**src/rtl/elem_result_sink.sv**
```systemverilog
// Result-stream sink: captures one vector of element results into result RAM
// at base_addr+index, checks its length, and pulses done when the last beat lands.
module elem_result_sink #(
  parameter int ID       = 0,
  parameter bit SIM_MODE = 1'b0,
  parameter int ADDR_W   = 12,
  parameter int FSIZE    = 32
) (
  input  logic              clk,
  input  logic              rstn,
  input  logic              start,
  input  logic [ADDR_W-1:0] base_addr,
  input  logic [ADDR_W:0]   exp_len,
  input  logic              in_valid,
  input  logic              in_last,
  input  logic [FSIZE-1:0]  in_data,
  output logic              wr_en,
  output logic [ADDR_W-1:0] wr_addr,
  output logic [FSIZE-1:0]  wr_data,
  output logic              busy,
  output logic              done,
  output logic [ADDR_W:0]   count,
  output logic              err_len,
  output logic              err_stray,
  output logic [1:0]        state_dbg
);

  // Stream handshake: in_valid alone qualifies a beat (there is no ready);
  // every beat is consumed in the cycle it is presented.

  typedef enum logic [1:0] {
    S_IDLE = 2'd0,
    S_RECV = 2'd1,
    S_DONE = 2'd2
  } state_t;

  localparam logic [ADDR_W:0] CNT_MAX = '1;

  state_t              state, state_nxt;
  logic [ADDR_W-1:0]   base_q;
  logic [ADDR_W:0]     len_q;
  logic [ADDR_W+1:0]   count_inc;
  logic                beat_recv;
  logic                in_range;
  logic                arm;
  logic                unused_params;

  assign unused_params = (ID != 0) ^ SIM_MODE;

  assign beat_recv = (state == S_RECV) && in_valid;
  assign in_range  = (count < len_q);
  assign arm       = (state == S_IDLE) && start;
  assign count_inc = {1'b0, count} + {{(ADDR_W+1){1'b0}}, 1'b1};

  always_ff @(posedge clk or negedge rstn) begin
    if (!rstn) state <= S_IDLE;
    else       state <= state_nxt;
  end

  always_comb begin
    state_nxt = state;
    case (state)
      S_IDLE:  if (start) state_nxt = S_RECV;
      S_RECV:  if (in_valid && in_last) state_nxt = S_DONE;
      S_DONE:  state_nxt = S_IDLE;
      default: state_nxt = S_IDLE;
    endcase
  end

  always_ff @(posedge clk or negedge rstn) begin
    if (!rstn) begin
      base_q    <= '0;
      len_q     <= '0;
      count     <= '0;
      err_len   <= 1'b0;
      err_stray <= 1'b0;
      wr_en     <= 1'b0;
      wr_addr   <= '0;
      wr_data   <= '0;
    end else begin
      wr_en <= beat_recv && in_range;
      if (beat_recv && in_range) begin
        wr_addr <= base_q + count[ADDR_W-1:0];
        wr_data <= in_data;
      end
      if (arm) begin
        base_q    <= base_addr;
        len_q     <= exp_len;
        count     <= '0;
        err_len   <= 1'b0;
        // A beat coincident with start still belongs to no vector.
        err_stray <= in_valid;
      end else begin
        if (in_valid && (state != S_RECV)) err_stray <= 1'b1;
        if (beat_recv) begin
          if (count != CNT_MAX) count <= count_inc[ADDR_W:0];
          if (!in_range) err_len <= 1'b1;
          if (in_last && (count_inc != {1'b0, len_q})) err_len <= 1'b1;
        end
      end
    end
  end

  assign busy      = (state != S_IDLE);
  assign done      = (state == S_DONE);
  assign state_dbg = state;

endmodule

```
**config.mk**
```make
export PLATFORM = sky130hd
export DESIGN_NAME = elem_result_sink
export DESIGN_NICKNAME = d
export VERILOG_FILES = /design/src/rtl/elem_result_sink.sv
export SDC_FILE = /design/constraint.sdc
export NUM_CORES = 1
export LEC_CHECK = 0
export ABC_AREA = 1
export CORE_MARGIN = 2
export CORE_UTILIZATION = 43
export DETAILED_ROUTE_END_ITERATION = 8
export GPL_TIMING_DRIVEN = 0
export PLACE_DENSITY = 0.75
export SYNTH_ARGS = -nofsm -noshare
export SYNTH_HDL_FRONTEND = slang
export SYNTH_SLANG_ARGS = --single-unit
```
**constraint.sdc**
```tcl
create_clock -name clk -period 2.07 [get_ports clk]
set_clock_uncertainty 0.2 [all_clocks]
set_input_delay 0.414 -clock clk [delete_from_list [all_inputs] [get_ports clk]]
set_output_delay 0.414 -clock clk [all_outputs]
set_load 0.02 [all_outputs]
```
==> metrics.md, run 1 <==
| Metric | Value |
|---|---|
| Share of cells above drive strength 1 | `0.261` |
| Clock slew at reported path FFs | `0.08 ns` |
| Cell mode on critical path | `buf_4` |
| CTS sink count | `87` |
| Nets | `858` |
| Core area | `10700 µm²` |
| Internal power | `0.00537 W` |
| Placed instance area | `6120 µm²` |
| CP Max Fanout | `10` |
| Post-synthesis cell area | `4670 µm²` |
| Final setup violation count | `46` |
| Largest net degree at the start of global routing | `50` |
| Leak | `3.46 nW` |
| Critical Path Start | `count[7]` |
| Area delta synth->final | `54.9%` |
| Vias | `4691` |
| Root Buffer | `clkbuf_8` |
| Routability cong. | `0.914` |
| Post-synth EDFFs | `0` |
| CP Cell Sequence | `ha_1 > a21oi_4 > o21ai_1 > a21oi_2 > nand2_4 > buf_4 > buf_4 > o21ai_0 > nand2_1` |
| YS warnings | `0` |
| Initial core utilization | `0.437` |
| Pins over their slew limit | `0` |
| Worst vdd ir | `0.652 mV` |
| Slew HR | `0.581` |
| Share of power burned in registers | `0.310` |
| Die Height | `108 µm` |
| Top FF cell, synth | `dfrtp_1` |
| Hold EP | `wr_data[21]` |
| HP Class | `reg -> reg` |
| Routed Antenna Nets | `0` |
| RSZ-0062 raised after global routing | `true` |
| H-tree level count | `3` |
| Register-to-Register Path Depth | `9` |
| Clock period minus worst slack | `2.13 ns` |
| I/O Buffers | `125` |
| Synthesis-stage register bit count | `87` |
| Area share of the largest cell type after synthesis | `0.466` |
| First-pass GRT wire length | `21300 µm` |
| Vias in the first global route | `4450` |
| Max cap viols | `0` |
| Total Die Area | `11700 µm²` |
| Syn Nets | `675` |
| Final period utilization | `1.03` |
| Drt total wl | `14200 µm` |
| Netlist cell types | `36` |
| Mapped Cells | `587` |
| Initial antenna violation count | `0` |
| Skew-Pair Late Insertion Delay | `0.36 ns` |
| Sequential-to-total area share from yosys stat | `0.466` |
| Combinational Power Share | `0.540` |
| CTS tree | `done` |
| WS Path Type | `reg -> reg` |
| ANT cells | `0` |
| HPWL Detailed | `9530 µm` |
| PwrDens | `1260 nW/µm²` |
| Final Instance Area | `7240 µm²` |
| CP Data Required Time | `2.11 ns` |
| Violated checks | `negative setup slack` |
| Routed len/inst | `15.5 µm` |
| CTS buffer count | `9` |
| CP Capture Type | `register` |
| Synth area leader | `dfrtp_1` |
| Rows | `38` |
| Slowest cell delay on critical path | `0.44 ns` |
| GRT overflow | `0` |
| DP Cell Count | `853` |
| Setup slack at placement | `-0.566 ns` |
| Synth Area per Inst | `7.96 µm²` |
| Final Hold Viols | `0` |
| DRC viols | `0` |
| Max Fclk | `468 MHz` |
| GRT Total Usage | `0.234` |
| Net Sw Frac | `0.410` |
| Max Buffers Root-to-Sink | `2` |
| Hold Crit Start | `wr_data[21]` |
| Tightest Pin Transition | `0.628 ns` |
| Asr flop ratio synth | `1.00` |
| Vias per cell | `5.13` |
| Reg2reg start | `count[7]` |
| Clock group share of total power | `0.150` |
| Hold depth | `2` |
| Status | `complete, but fails checks` |
| Synth area leaders | `dfrtp_1 (47%), nand2_1 (17%), o21ai_0 (6.7%), ha_1 (6.7%), inv_1 (4.1%)` |
| Pre-antenna DRT Iters | `4` |
| Sw Pwr | `0.00374 W` |
| Die Wd | `108 µm` |
| 1st-iter DRT viols | `238` |
| R2R Setup Slk | `-0.06 ns` |
| Final setup margin | `-0.0647 ns` |
| Crit start category | `register` |
| CP arrival | `2.18 ns` |
| RR Endpoint | `wr_data[19]` |
| Fin cells | `915` |
| # IOs | `126` |
| Critical-path top delay cell | `dfrtp_2` |
worst max-delay path, delay by kind of cell (launching register included):
| family | cells | cell delay, ns |
|---|---|---|
| buffers and inverters | 2 | 0.32 |
| AO/OA/AOI/OAI | 4 | 0.62 |
| adder cells (fa/ha/maj) | 1 | 0.25 |
| AND/OR/NAND/NOR | 2 | 0.20 |
| flip-flops | 1 | 0.44 |
sequential cells by signal, indices dropped and copies added, names as in the netlist:
| register | flops |
|---|---|
| err_stray | 1 |
| state_dbg | 2 |
| err_len | 1 |
| wr_addr | 12 |
| len_q | 13 |
| base_q | 12 |
| wr_data | 32 |
| wr_en | 1 |
| count | 13 |
through the flow:
step | utilization | hold slack (ns) | TNS (ns) | total power [W]
2_1_floorplan | - | -0.0816 | 0 | 0.00508
3_3_place_gp | 0.571 | 0.266 | -272.98 | 0.00665
3_5_place_dp | 0.572 | 0.271 | -34.15 | 0.00678
4_1_cts | 0.641 | 0.291 | -0.751 | 0.00860
5_1_grt | 0.677 | 0.316 | -6.65 | 0.00972
6_report | 0.677 | 0.286 | -1.31 | 0.00911
final cells by class:
type	instances	area [µm²]
clock inverter	4	77.6
tap	140	175
timing repair buffer	172	1640
multi-input combinational	427	2660
sequential	87	2190
fill	915	3460
inverter	55	218
buffer	18	125
clock buffer	12	155
layout by cell type, fill, tap and decap left out, types with 2 or more instances in the layout:
cell,Yosys,layout
inv_2,3,11
buf_4,0,39
ha_4,0,13
buf_2,7,6
buf_8,0,2
o21ai_1,1,17
nand3_2,0,7
nor2_4,2,5
nand4_1,6,6
inv_1,51,40
o22ai_2,5,5
nor2_2,3,5
buf_6,1,8
nand2_1,213,173
nand2_2,1,36
a21oi_2,0,7
o21ai_2,4,5
dfrtp_2,0,13
xor2_1,8,8
a21oi_1,15,7
clkbuf_8,0,11
dlygate4sd2_1,0,11
nand3_1,36,28
clkbuf_2,0,3
inv_4,0,3
nor2_1,24,19
clkdlybuf4s50_1,0,112
o22ai_1,2,2
o21ai_0,63,46
clkinv_4,0,2
nand2_4,1,5
o21bai_1,4,3
dfrtp_1,87,74
ha_1,25,11
clkbuf_1,10,6
nor3_2,0,2
bufinv_16,0,2
layer usage:
layer	share of wire	GRT usage
met1	0.42	0.296
met2	0.51	0.418
met3	0.060	0.0319
met4	0.014	0.0659
met5	0	0
worst max path at each step:
stage | slack, ns | endpoint
CTS | -0.04 | wr_addr[1]
global placement | -3.09 | count[2]
detailed placement | -0.57 | base_q[1]
global route | -0.16 | err_len
finish | -0.06 | wr_data[19]
floorplan | 0.003 | wr_data[0]
synthesized netlist by cell type, types with 2 or more instances:
library cell  number
nand4_1            6
o22ai_1            2
o21bai_1           4
nor2_4             2
a21oi_1           15
o22ai_2            5
nand3_1           36
inv_1             51
xnor2_1            2
inv_2              3
buf_2              7
dfrtp_1           87
xor2_1             8
clkbuf_1          10
o21ai_2            4
nor2_1            24
nand2_1          213
o21ai_0           63
nor3_1             2
ha_1              25
nor2_2             3
timing repair:
| item | 4_1_cts | 5_1_grt |
|---|---|---|
| pin swaps | 10 | 10 |
| gates cloned | 2 | 1 |
| endpoints found under the setup margin | 90 | 58 |
| hold buffers | 1 | 0 |
| endpoints found under the hold margin | 48 | 0 |
| setup buffers | 26 | 16 |
| resized for setup | 91 | 82 |
power groups by stage:
stage | Sequential [W] | Combinational, W | Clock, W
after detailed placement | 0.00284 | 0.00394 | 0
after global routing | 0.00291 | 0.00534 | 0.00146
final | 0.00283 | 0.00492 | 0.00137
after CTS | 0.00282 | 0.00439 | 0.00139
after floorplan | 0.00333 | 0.00175 | 0
after global placement | 0.00280 | 0.00385 | 0
cells by family after synthesis:
family | count (synthesis) | share of synthesized area
flip-flops | 87 | 0.466
AO/OA/AOI/OAI | 101 | 0.126
adder cells (fa/ha/maj) | 26 | 0.0712
AND/OR/NAND/NOR | 290 | 0.256
XOR/XNOR | 10 | 0.0187
buffers and inverters | 73 | 0.0621
Power figures use the tool's default switching activity.
==> inputs of run 2 (changes only) <==
Settings changed: CORE_UTILIZATION 43 to 30, PLACE_DENSITY 0.75 to 0.56, SLEW_MARGIN set to 20.
==> run 2 against run 1 <==
Net effect:
- non-clock buffer count fell by 10
- the flow still finishes with violations (negative setup slack)
- highest routed layer unchanged
- via count decreased by 2.2%
- die area up 42%
- critical path depth up 2
- final area grew 1.1%
==> metrics.md, run 2 (synthesis gave the netlist of run 1 again) <==
| Metric | Value |
|---|---|
| Final Hold Viols | `0 (unchanged)` |
| Critical-path top delay cell | `dfrtp_2` |
| Rows | `45 (+18%)` |
| Violated checks | `negative setup slack` |
| Share of cells above drive strength 1 | `0.246 (-0.0146)` |
| H-tree level count | `3 (unchanged)` |
| CTS tree | `done` |
| Routed Antenna Nets | `0 (unchanged)` |
| Status | `complete, but fails checks` |
| Max cap viols | `0 (unchanged)` |
| Vias per cell | `4.82 (-6.0%)` |
| Clock period minus worst slack | `2.17 ns (+0.0337 ns)` |
| Final setup margin | `-0.0984 ns (-0.0337 ns)` |
| Die Wd | `129 µm (+19%)` |
| Commonest non-fill, non-tap cell in the layout | `nand2_1` |
| Die Height | `129 µm (+19%)` |
| CTS sink count | `87 (unchanged)` |
| Final hold slack | `0.277 ns (-0.00921 ns)` |
| CP Cell Sequence | `ha_4 > nand4_1 > o221ai_2 > nand3_2 > nand2_4 > nor2_4 > buf_6 > buf_12 > buf_8 > nand2_2 > nand2_1` |
| Clock slew at reported path FFs | `0.06 ns (-0.02 ns)` |
| 1st-iter DRT viols | `247 (+3.8%)` |
| Routed len/inst | `15.1 µm (-2.3%)` |
| Initial core utilization | `0.307 (-0.129)` |
| WS Path Type | `reg -> reg` |
| Most frequent cells in the layout | `nand2_1 (169), clkdlybuf4s50_1 (110), dfrtp_1 (74)` |
| I/O Buffers | `125 (unchanged)` |
| Slew HR | `0.643 (+0.0622)` |
| Total Die Area | `16600 µm² (+42%)` |
| Tightest Pin Transition | `0.535 ns (-0.0933 ns)` |
| GRT overflow | `0 (unchanged)` |
| CP Capture Type | `register` |
| Initial antenna violation count | `0 (unchanged)` |
| Top Registers | `wr_data: 32 flops, count: 13 flops, len_q: 13 flops` |
| Skew-Pair Late Insertion Delay | `0.34 ns (-0.02 ns)` |
| HP Class | `reg -> reg` |
| Filler cell count | `1441 (+57%)` |
| Leak | `3.47 nW (+0.35%)` |
| Pins over their slew limit | `0 (unchanged)` |
| Max Buffers Root-to-Sink | `2 (unchanged)` |
| RSZ-0062 raised after global routing | `true` |
| CP Max Fanout | `6 (-4)` |
| Vias in the first global route | `4494 (+0.99%)` |
| CTS buffer count | `9 (unchanged)` |
| First-pass GRT wire length | `22400 µm (+5.2%)` |
| Max Fclk | `461 MHz (-1.6%)` |
| # IOs | `126 (unchanged)` |
| Final period utilization | `1.05 (+0.0163)` |
| Crit start category | `register` |
| Pre-antenna DRT Iters | `4 (unchanged)` |
| Routability cong. | `0.877 (-4.0%)` |
| HPWL Detailed | `10000 µm (+5.1%)` |
| Worst vdd ir | `0.440 mV (-33%)` |
| CP Data Required Time | `2.10 ns (about the same)` |
| Root Buffer | `clkbuf_16` |
| DRC viols | `0 (unchanged)` |
| Final setup violation count | `12 (-74%)` |
| ANT cells | `0 (unchanged)` |
| PwrDens | `1250 nW/µm² (-0.78%)` |
| Placed instance area | `6190 µm² (+1.1%)` |
| Slowest cell delay on critical path | `0.49 ns (+0.05 ns)` |
| GRT Total Usage | `0.173 (-0.0611)` |
| Setup slack at placement | `-0.541 ns (+0.0248 ns)` |
| Largest reg by FF count | `wr_data` |
| Max reg flops | `32 (unchanged)` |
| Final Instance Area | `7320 µm² (+1.1%)` |
| Drt total wl | `14400 µm (+1.7%)` |
| Core area | `15200 µm² (+42%)` |
| Nets | `848 (-1.2%)` |
| Vias | `4587 (-2.2%)` |
| Largest net degree at the start of global routing | `52 (+4.0%)` |
| CP arrival | `2.20 ns (+0.02 ns)` |
| Area delta synth->final | `56.6%` |
## run 2: changes by cell type in the layout (fill, tap and decap cells not counted), sizes merged
| cell | previous run | this run |
|---|---|---|
| bufinv | 2 | 0 |
| clkdlybuf4s50 | 112 | 110 |
| clkbuf | 21 | 23 |
| buf | 56 | 45 |
| clkinvlp | 1 | 2 |
| dlymetal6s2s | 1 | 2 |
## run 2: worst paths after layout
check | from | endpoint | slack [ns] | cells after the start
worst max-delay path | count[1] | wr_data[11] | -0.1 | 11
worst min-delay path | wr_addr[10] | wr_addr[10] | 0.28 | 2
worst max register to register | count[1] | wr_data[11] | -0.1 | 11
worst min register to register | wr_addr[10] | wr_addr[10] | 0.28 | 2
max in group asynchronous | rstn | count[12] | 0.60 | 3
min in group asynchronous | rstn | wr_data[29] | 0.40 | 2
## run 2: repair_timing
| item | CTS | global route |
|---|---|---|
| buffers inserted | 23 | 8 |
| resized for setup | 106 | 73 |
| setup endpoints to repair | 91 | 64 |
| pin swaps | 8 | 15 |
| hold endpoints to repair | 36 | 0 |
| hold buffers | 1 | 0 |
| cloned | 3 | 1 |
## run 2: routing by layer
metal | up-vias | wire length [µm] | GRT usage
met5 | - | 0 | 0
met4 | 0 | 242 | 0.0518
met3 | 20 | 767 | 0.0420
met2 | 135 | 6940 | 0.289
met1 | 2168 | 6450 | 0.222
li1 | 2264 | - | -
## run 2: report_power, final
group          total, W  switching (W)  internal (W)
sequential      0.00283       0.000433       0.00240
combinational   0.00481        0.00264       0.00217
clock           0.00149       0.000654      0.000838
## run 2: layout make-up
cell class,instances,area [µm²],area share
Sequential cell,87,2190,0.300
Inverter,55,208,0.0284
Timing Repair Buffer,162,1650,0.225
Multi-Input combinational cell,427,2620,0.358
Clock inverter,3,20.0,0.00274
Tap cell,188,235,0.0321
Clock buffer,12,246,0.0337
Buffer,18,149,0.0203
## run 2: critical path, delay by kind of cell (launching register included)
family | cells | cell delay (ns)
AND/OR/NAND/NOR | 6 | 0.49
adder cells (fa/ha/maj) | 1 | 0.28
AO/OA/AOI/OAI | 1 | 0.18
flip-flops | 1 | 0.49
buffers and inverters | 3 | 0.38
## run 2: per-stage QoR
stage / power, W / util / std cells / setup TNS [ns]
2_1_floorplan: 0.00508 / - / 587 / 0
3_3_place_gp: 0.00672 / 0.406 / 900 / -287.22
3_5_place_dp: 0.00682 / 0.407 / 901 / -34.41
4_1_cts: 0.00888 / 0.462 / 943 / -0.907
5_1_grt: 0.00982 / 0.481 / 952 / -5.36
6_report: 0.00913 / 0.481 / 952 / -0.687
